**config.mk**
```make
export PLATFORM = sky130hd
export DESIGN_NAME = fpga_sync_filter
export DESIGN_NICKNAME = d
export VERILOG_FILES = /design/src/rtl/fpga_sync_filter.sv
export SDC_FILE = /design/constraint.sdc
export NUM_CORES = 1
export LEC_CHECK = 0
export CORE_UTILIZATION = 40
export CTS_CLUSTER_DIAMETER = 120
export DETAILED_ROUTE_END_ITERATION = 10
export SLEW_MARGIN = 20
export SYNTH_ARGS = -nofsm -noshare
export SYNTH_HDL_FRONTEND = slang
export SYNTH_SLANG_ARGS = --single-unit
```
**constraint.sdc**
```tcl
create_clock -name dest_clk -period 2.35 [get_ports dest_clk]
set_clock_uncertainty 0.1 [all_clocks]
set_input_delay 0.47 -clock dest_clk [delete_from_list [all_inputs] [get_ports dest_clk]]
set_output_delay 0.47 -clock dest_clk [all_outputs]
set_load 0.01 [all_outputs]
```
**src/rtl/fpga_sync_filter.sv**
```systemverilog
// Multi-bit synchroniser with per-bit debounce filter and registered rise/fall pulses.
// Each bit of source_data crosses into dest_clk, must persist FILTER_CYCLES cycles, then updates dest_data.
module fpga_sync_filter #(
  parameter int                     INPUT_WIDTH   = 8,
  parameter int                     SYNC_STAGES   = 2,
  parameter int                     FILTER_CYCLES = 4,
  parameter int                     CNT_WIDTH     = 8,
  parameter logic [INPUT_WIDTH-1:0] RESET_VALUE   = {INPUT_WIDTH{1'b0}}
) (
  input  logic                   dest_clk,
  input  logic                   dest_resetn,
  input  logic [INPUT_WIDTH-1:0] source_data,
  output logic [INPUT_WIDTH-1:0] dest_data,
  output logic [INPUT_WIDTH-1:0] dest_rise,
  output logic [INPUT_WIDTH-1:0] dest_fall
);

  if (SYNC_STAGES < 2) begin : g_chk_sync
    $fatal(1, "fpga_sync_filter: SYNC_STAGES must be at least 2");
  end
  if (FILTER_CYCLES < 1) begin : g_chk_filt_min
    $fatal(1, "fpga_sync_filter: FILTER_CYCLES must be at least 1");
  end
  if (longint'(FILTER_CYCLES) > (longint'(1) << CNT_WIDTH)) begin : g_chk_filt_max
    $fatal(1, "fpga_sync_filter: FILTER_CYCLES exceeds counter range");
  end

  // Terminal count: the FILTER_CYCLES-th consecutive mismatch commits the new level.
  localparam logic [CNT_WIDTH-1:0] CNT_MAX = CNT_WIDTH'(FILTER_CYCLES - 1);

  logic [INPUT_WIDTH-1:0] sync_q [SYNC_STAGES];
  logic [INPUT_WIDTH-1:0] sync_d [SYNC_STAGES];
  logic [INPUT_WIDTH-1:0] sync_s;

  always_comb begin
    sync_d[0] = source_data;
    for (int k = 1; k < SYNC_STAGES; k++) begin
      sync_d[k] = sync_q[k-1];
    end
  end

  always_ff @(posedge dest_clk or negedge dest_resetn) begin
    if (!dest_resetn) begin
      for (int k = 0; k < SYNC_STAGES; k++) begin
        sync_q[k] <= RESET_VALUE;
      end
    end else begin
      for (int k = 0; k < SYNC_STAGES; k++) begin
        sync_q[k] <= sync_d[k];
      end
    end
  end

  assign sync_s = sync_q[SYNC_STAGES-1];

  genvar gi;
  for (gi = 0; gi < INPUT_WIDTH; gi++) begin : g_bit
    logic [CNT_WIDTH-1:0] cnt_q, cnt_d;
    logic                 data_q, data_d;
    logic                 rise_q, rise_d;
    logic                 fall_q, fall_d;
    logic                 update;

    always_comb begin
      cnt_d  = cnt_q;
      data_d = data_q;
      update = 1'b0;
      if (sync_s[gi] == data_q) begin
        cnt_d = '0;
      end else if (cnt_q == CNT_MAX) begin
        update = 1'b1;
        data_d = sync_s[gi];
        cnt_d  = '0;
      end else begin
        cnt_d = cnt_q + 1'b1;
      end
      rise_d = update & sync_s[gi];
      fall_d = update & ~sync_s[gi];
    end

    always_ff @(posedge dest_clk or negedge dest_resetn) begin
      if (!dest_resetn) begin
        cnt_q  <= '0;
        data_q <= RESET_VALUE[gi];
        rise_q <= 1'b0;
        fall_q <= 1'b0;
      end else begin
        cnt_q  <= cnt_d;
        data_q <= data_d;
        rise_q <= rise_d;
        fall_q <= fall_d;
      end
    end

    assign dest_data[gi] = data_q;
    assign dest_rise[gi] = rise_q;
    assign dest_fall[gi] = fall_q;
  end

endmodule

```
======== Yosys cells after proc, flatten, opt, wreduce, memory -nomap -nowiden ========
Index checks and enable logic that the tools add are counted.
word-level totals
  logic and storage cells ................. 130
  memory bits (read-only) ................. 0
  memories ................................ 0
  output and inout port bits .............. 24
  bits of input ports ..................... 10
  register bits after elaboration ......... 104
  bits in latches ......................... 0
  bits in writable memories ............... 0
operators by class
  div/mod/pow operators ................... 0
  bitwise logic cells ..................... 32
  shift-type cells ........................ 0
  $mul .................................... 0
  magnitude comparators ................... 0
  multiplexer cells ....................... 32
  reduce and logical (&&, ||, !) cells .... 8
  add/sub/neg operators ................... 8
  equality and inequality tests ........... 16
operators by type and width
  cell                 count
  $mux 8               16
  $add 8x1->8 const B  8
  $eq 8x2->1 const B   8
  $and 1x1->1          16
  $mux 1               16
  $not 1->1            16
  $reduce_and 2->1     8
  $eq 1x1->1           8

======== Depth between registers and ports, before layout ========
  word-level depth ........................ 4
  mapped depth ............................ 4

======== Least setup slack after synthesis ========
OpenSTA, ideal clock, no wires.
  path kind ............................... reg2reg
  start ................................... register g_bit[6].cnt_q[0]
  end ..................................... register g_bit[6].data_q
  required time ........................... 2,125 ps
  arrival ................................. 1,264 ps
  path slack .............................. 861 ps
  cell stages (with the launch flop) ...... 5
  path through ............................ dfrtp_1 ha_1 nor4b_2 nand2_1 mux2_4
between the ends
  cells in the longest elaborated chain, start to end .. 2
ends and longest elaborated chain
  what                               line  source
  start, declared                    58    logic [CNT_WIDTH-1:0] cnt_q, cnt_d;
  start signal, assigned             88    cnt_q <= cnt_d;
  $eq 8x2->1                         70    end else if (cnt_q == CNT_MAX) begin
  $reduce_and 2->1 (no source line)  n/a
  end signal, assigned               84    data_q <= RESET_VALUE[gi];
  end signal, assigned               89    data_q <= data_d;
  end, declared                      59    logic data_q, data_d;
Every way passes these cells.
A chain may end at the register's enable or synchronous reset.

======== Final worst setup path ========
  start ................................... register g_bit[5].data_q
  end ..................................... output dest_data[5]
RTL lines
  what                    line  source
  start, declared         59
  start signal, assigned  84
  start signal, assigned  89
  end, declared           13    output logic [INPUT_WIDTH-1:0] dest_data,
No word-level cell between the ends.

==> flow_summary_export.csv <==
group,metric,value,unit
placed_design,dp.cells,538,
yosys,yosys.area.top_type_share,58.31,%
status,status,"finished clean",
yosys,synth_fp_nets,405,
floorplanning,num_rows,38,
clock_network,clockBufferDepth,2,
power,peakVddDrop,0.3751,mV
clock_network,cts_buffers,9,
drt,ant_nets,0,
yosys,ys_seq_area_share,58.31,%
worst_setup_path,cp_top_family,"buffers and inverters",
timing,maxSlewViolCount,0,
timing,rsz0062_at_grt,"false",
clock_network,cts.clk_slew.worst_paths,0.09,ns
yosys,synth_top_area_cell,"dfrtp_1",
timing,hold_viol_final,0,
placed_design,place_congestion,0.7787,
timing,max_freq,522.5,MHz
finish,syn2layout_area_growth,11.94,%
floorplanning,die_area,0.01158,sq mm
drt,first_pass_iters,4,
clock_network,htree_levels,3,
timing,finalSetupViolations,0,
yosys,synth_area,0.004463,sq mm
global_routing,grt_use_total,13.12,%
drt,via_per_inst,4.912,
finish,multiInputGateArea,0.001669,sq mm
yosys,synthDistinctLibCells,25,
worst_setup_path,worstSetupPathType,"reg2out",
clock_network,cts_resized,0,
drt,drt_iter0_markers,94,
global_routing,antenna_found_initial,0,
yosys,synth.most_common_cell,"dfrtp_1",
finish,fillers,1006,
clock_network,cts.sinks,104,
worst_hold_path,hp-class,"reg2reg",
placed_design,dp_hpwl,4450,um
timing,worst_pin_slew,0.5237,ns
yosys,synth_area_leaders,"dfrtp_1 (58%), xor2_1 (4.3%), buf_4 (4.0%)",
timing,finalCriticalPeriod,1.914,ns
yosys,syn_inst,387,
finish,regArea,0.002603,sq mm
finish,insertedDiodeCount,0,
drt,avgRoutedWirePerCell,11.89,um
yosys,ys.flop_type,"dfrtp_1",
worst_setup_path,crit_chain,"clkdlybuf4s50_1",
placed_design,io_buffers,33,
drt,route.detailed.drc,0,
global_routing,grt_pass1_vias,2674,
clock_network,root_buffer,"clkbuf_8",
floorplanning,start_util,41.17,%
timing,period_share,81.44,%
global_routing,grt_max_degree,51,
worst_setup_path,crit_fanout,5,
clock_network,holdBufCountCts,1,
power,leakage,2.110,nW
global_routing,overflow,0,
finish,fin_nets,428,
timing,max_slew_margin,65.09,%
yosys,synth_common_cells,"dfrtp_1 (104), nor2_1 (34), nand3_1 (25)",
floorplanning,die_h,107.6,um
job,drv_cap,0,
worst_setup_path,cpMaxStageDelayCell,"clkdlybuf4s50_1",
global_routing,grt_pass1_wl,11860,um
worst_setup_path,critical_path.max_stage_delay,0.57,ns
worst_setup_path,startpoint_type,"register",
clock_network,cts_tree,"yes",
floorplanning,ios,34,
clock_network,clkLatencyLatePin,0.36,ns
finish,layout.cells.non_filler,554,
floorplanning,chipWidth,107.6,um
power,p_per_area,874.1,mW/mm^2
worst_setup_path,cp.required,1.78,ns
yosys,ys_ff_latch,104,
drt,wl,6585,um
worst_setup_path,cp.buffers_inverters,1,
yosys,ys_warn_count,0,
yosys,synth_edf_count,0,
floorplanning,core_area,0.01084,sq mm
drt,dr_total_vias,2721,
worst_setup_path,crit_arrival,1.34,ns
timing,fin_setup_tns,0,ns
yosys,avgSynthCellArea,11.53,sq um
yosys,async_flop_share,100.0,%
finish,layout-drive-gt1-share,10.39,%
clock_network,post_cts_buffers,0,
worst_setup_path,critPathCaptureType,"primary output",
==> cells by family after synthesis <==
group | synth area share (%)
AOI/OAI and AO/OA | 7.065
xor gates and xnor gates | 6.280
adders and majority gates | 2.243
buffers and inverters | 4.289
DFF | 58.31
muxes | 2.439
and+or+nand+nor | 19.37
==> registers in the layout (all words and copies together), names as in the netlist <==
signal and cells:
g_bit.rise_q 8, g_bit.data_q 8, sync_s 8, sync_d 8, g_bit.fall_q 8, g_bit.cnt_q 64
==> cells in the final DEF, fill, tap and decap left out, types with 3 or more instances in the layout <==
cell type,synthesis,layout
dfrtp_1,104,104
a21oi_1,24,24
xor2_1,22,22
or3_1,24,24
inv_1,3,3
mux2_4,5,5
nor3b_1,21,21
clkbuf_8,0,11
nor4b_2,3,3
a21bo_2,6,6
clkdlybuf4s50_1,0,32
nor3_1,3,3
xnor2_1,10,10
nor2_1,34,34
nand2_1,21,21
nand4_1,8,8
o21ai_0,24,24
nand3_1,25,25
ha_1,8,8
nor4_2,5,5
mux2_2,3,3
and3_1,3,3
==> per-stage QoR <==
stage	hold slack, ns	power [mW]	utilization, %	cell area, sq um	setup slack, ns
floorplan	0.07441	3.144	-	4463	0.8607
global placement	0.2349	3.411	44.40	4813	0.8062
detailed placement	0.2362	3.433	44.40	4813	0.7732
CTS	0.2560	4.446	46.09	4996	0.4032
global route	0.2654	4.695	46.09	4996	0.3416
finish	0.2549	4.367	46.09	4996	0.4361
==> worst register-to-register path, delay by kind of cell, from the launching register on <==
kind | cells | cell delay, ns
and+or+nand+nor | 2 | 0.42
DFF | 1 | 0.41
adders and majority gates | 1 | 0.24
muxes | 1 | 0.32
==> final cells by class <==
class	instances	area share [%]
Tap cell	140	3.506
Clock buffer	12	3.105
Timing Repair Buffer	36	7.313
Multi-Input combinational cell	256	33.41
Sequential cell	104	52.09
Clock inverter	3	0.3506
Inverter	3	0.2254
==> worst paths after layout <==
path	start	endpoint	cells past startpoint	slack (ns)
max	g_bit[5].data_q	dest_data[5]	1	0.44
min	sync_d[7]	sync_s[7]	0	0.25
max reg2reg	g_bit[6].cnt_q[0]	g_bit[6].data_q	4	0.76
min reg2reg	sync_d[7]	sync_s[7]	0	0.25
max in group asynchronous	dest_resetn	g_bit[6].cnt_q[1]	3	0.97
min in group asynchronous	dest_resetn	g_bit[7].cnt_q[5]	2	0.54
==> power by group <==
group	switching [mW]	internal, mW
sequential	0.248	2.04
combinational	0.508	0.584
clock	0.552	0.434
==> layer usage <==
metal,vias up,track usage (%),wire length [um]
li1,1385,-,-
met1,1298,16.59,3224
met2,28,20.60,3011
met3,10,2.603,186
met4,0,8.219,163
met5,-,0,0
No activity file was read; power rests on OpenSTA's default activity.
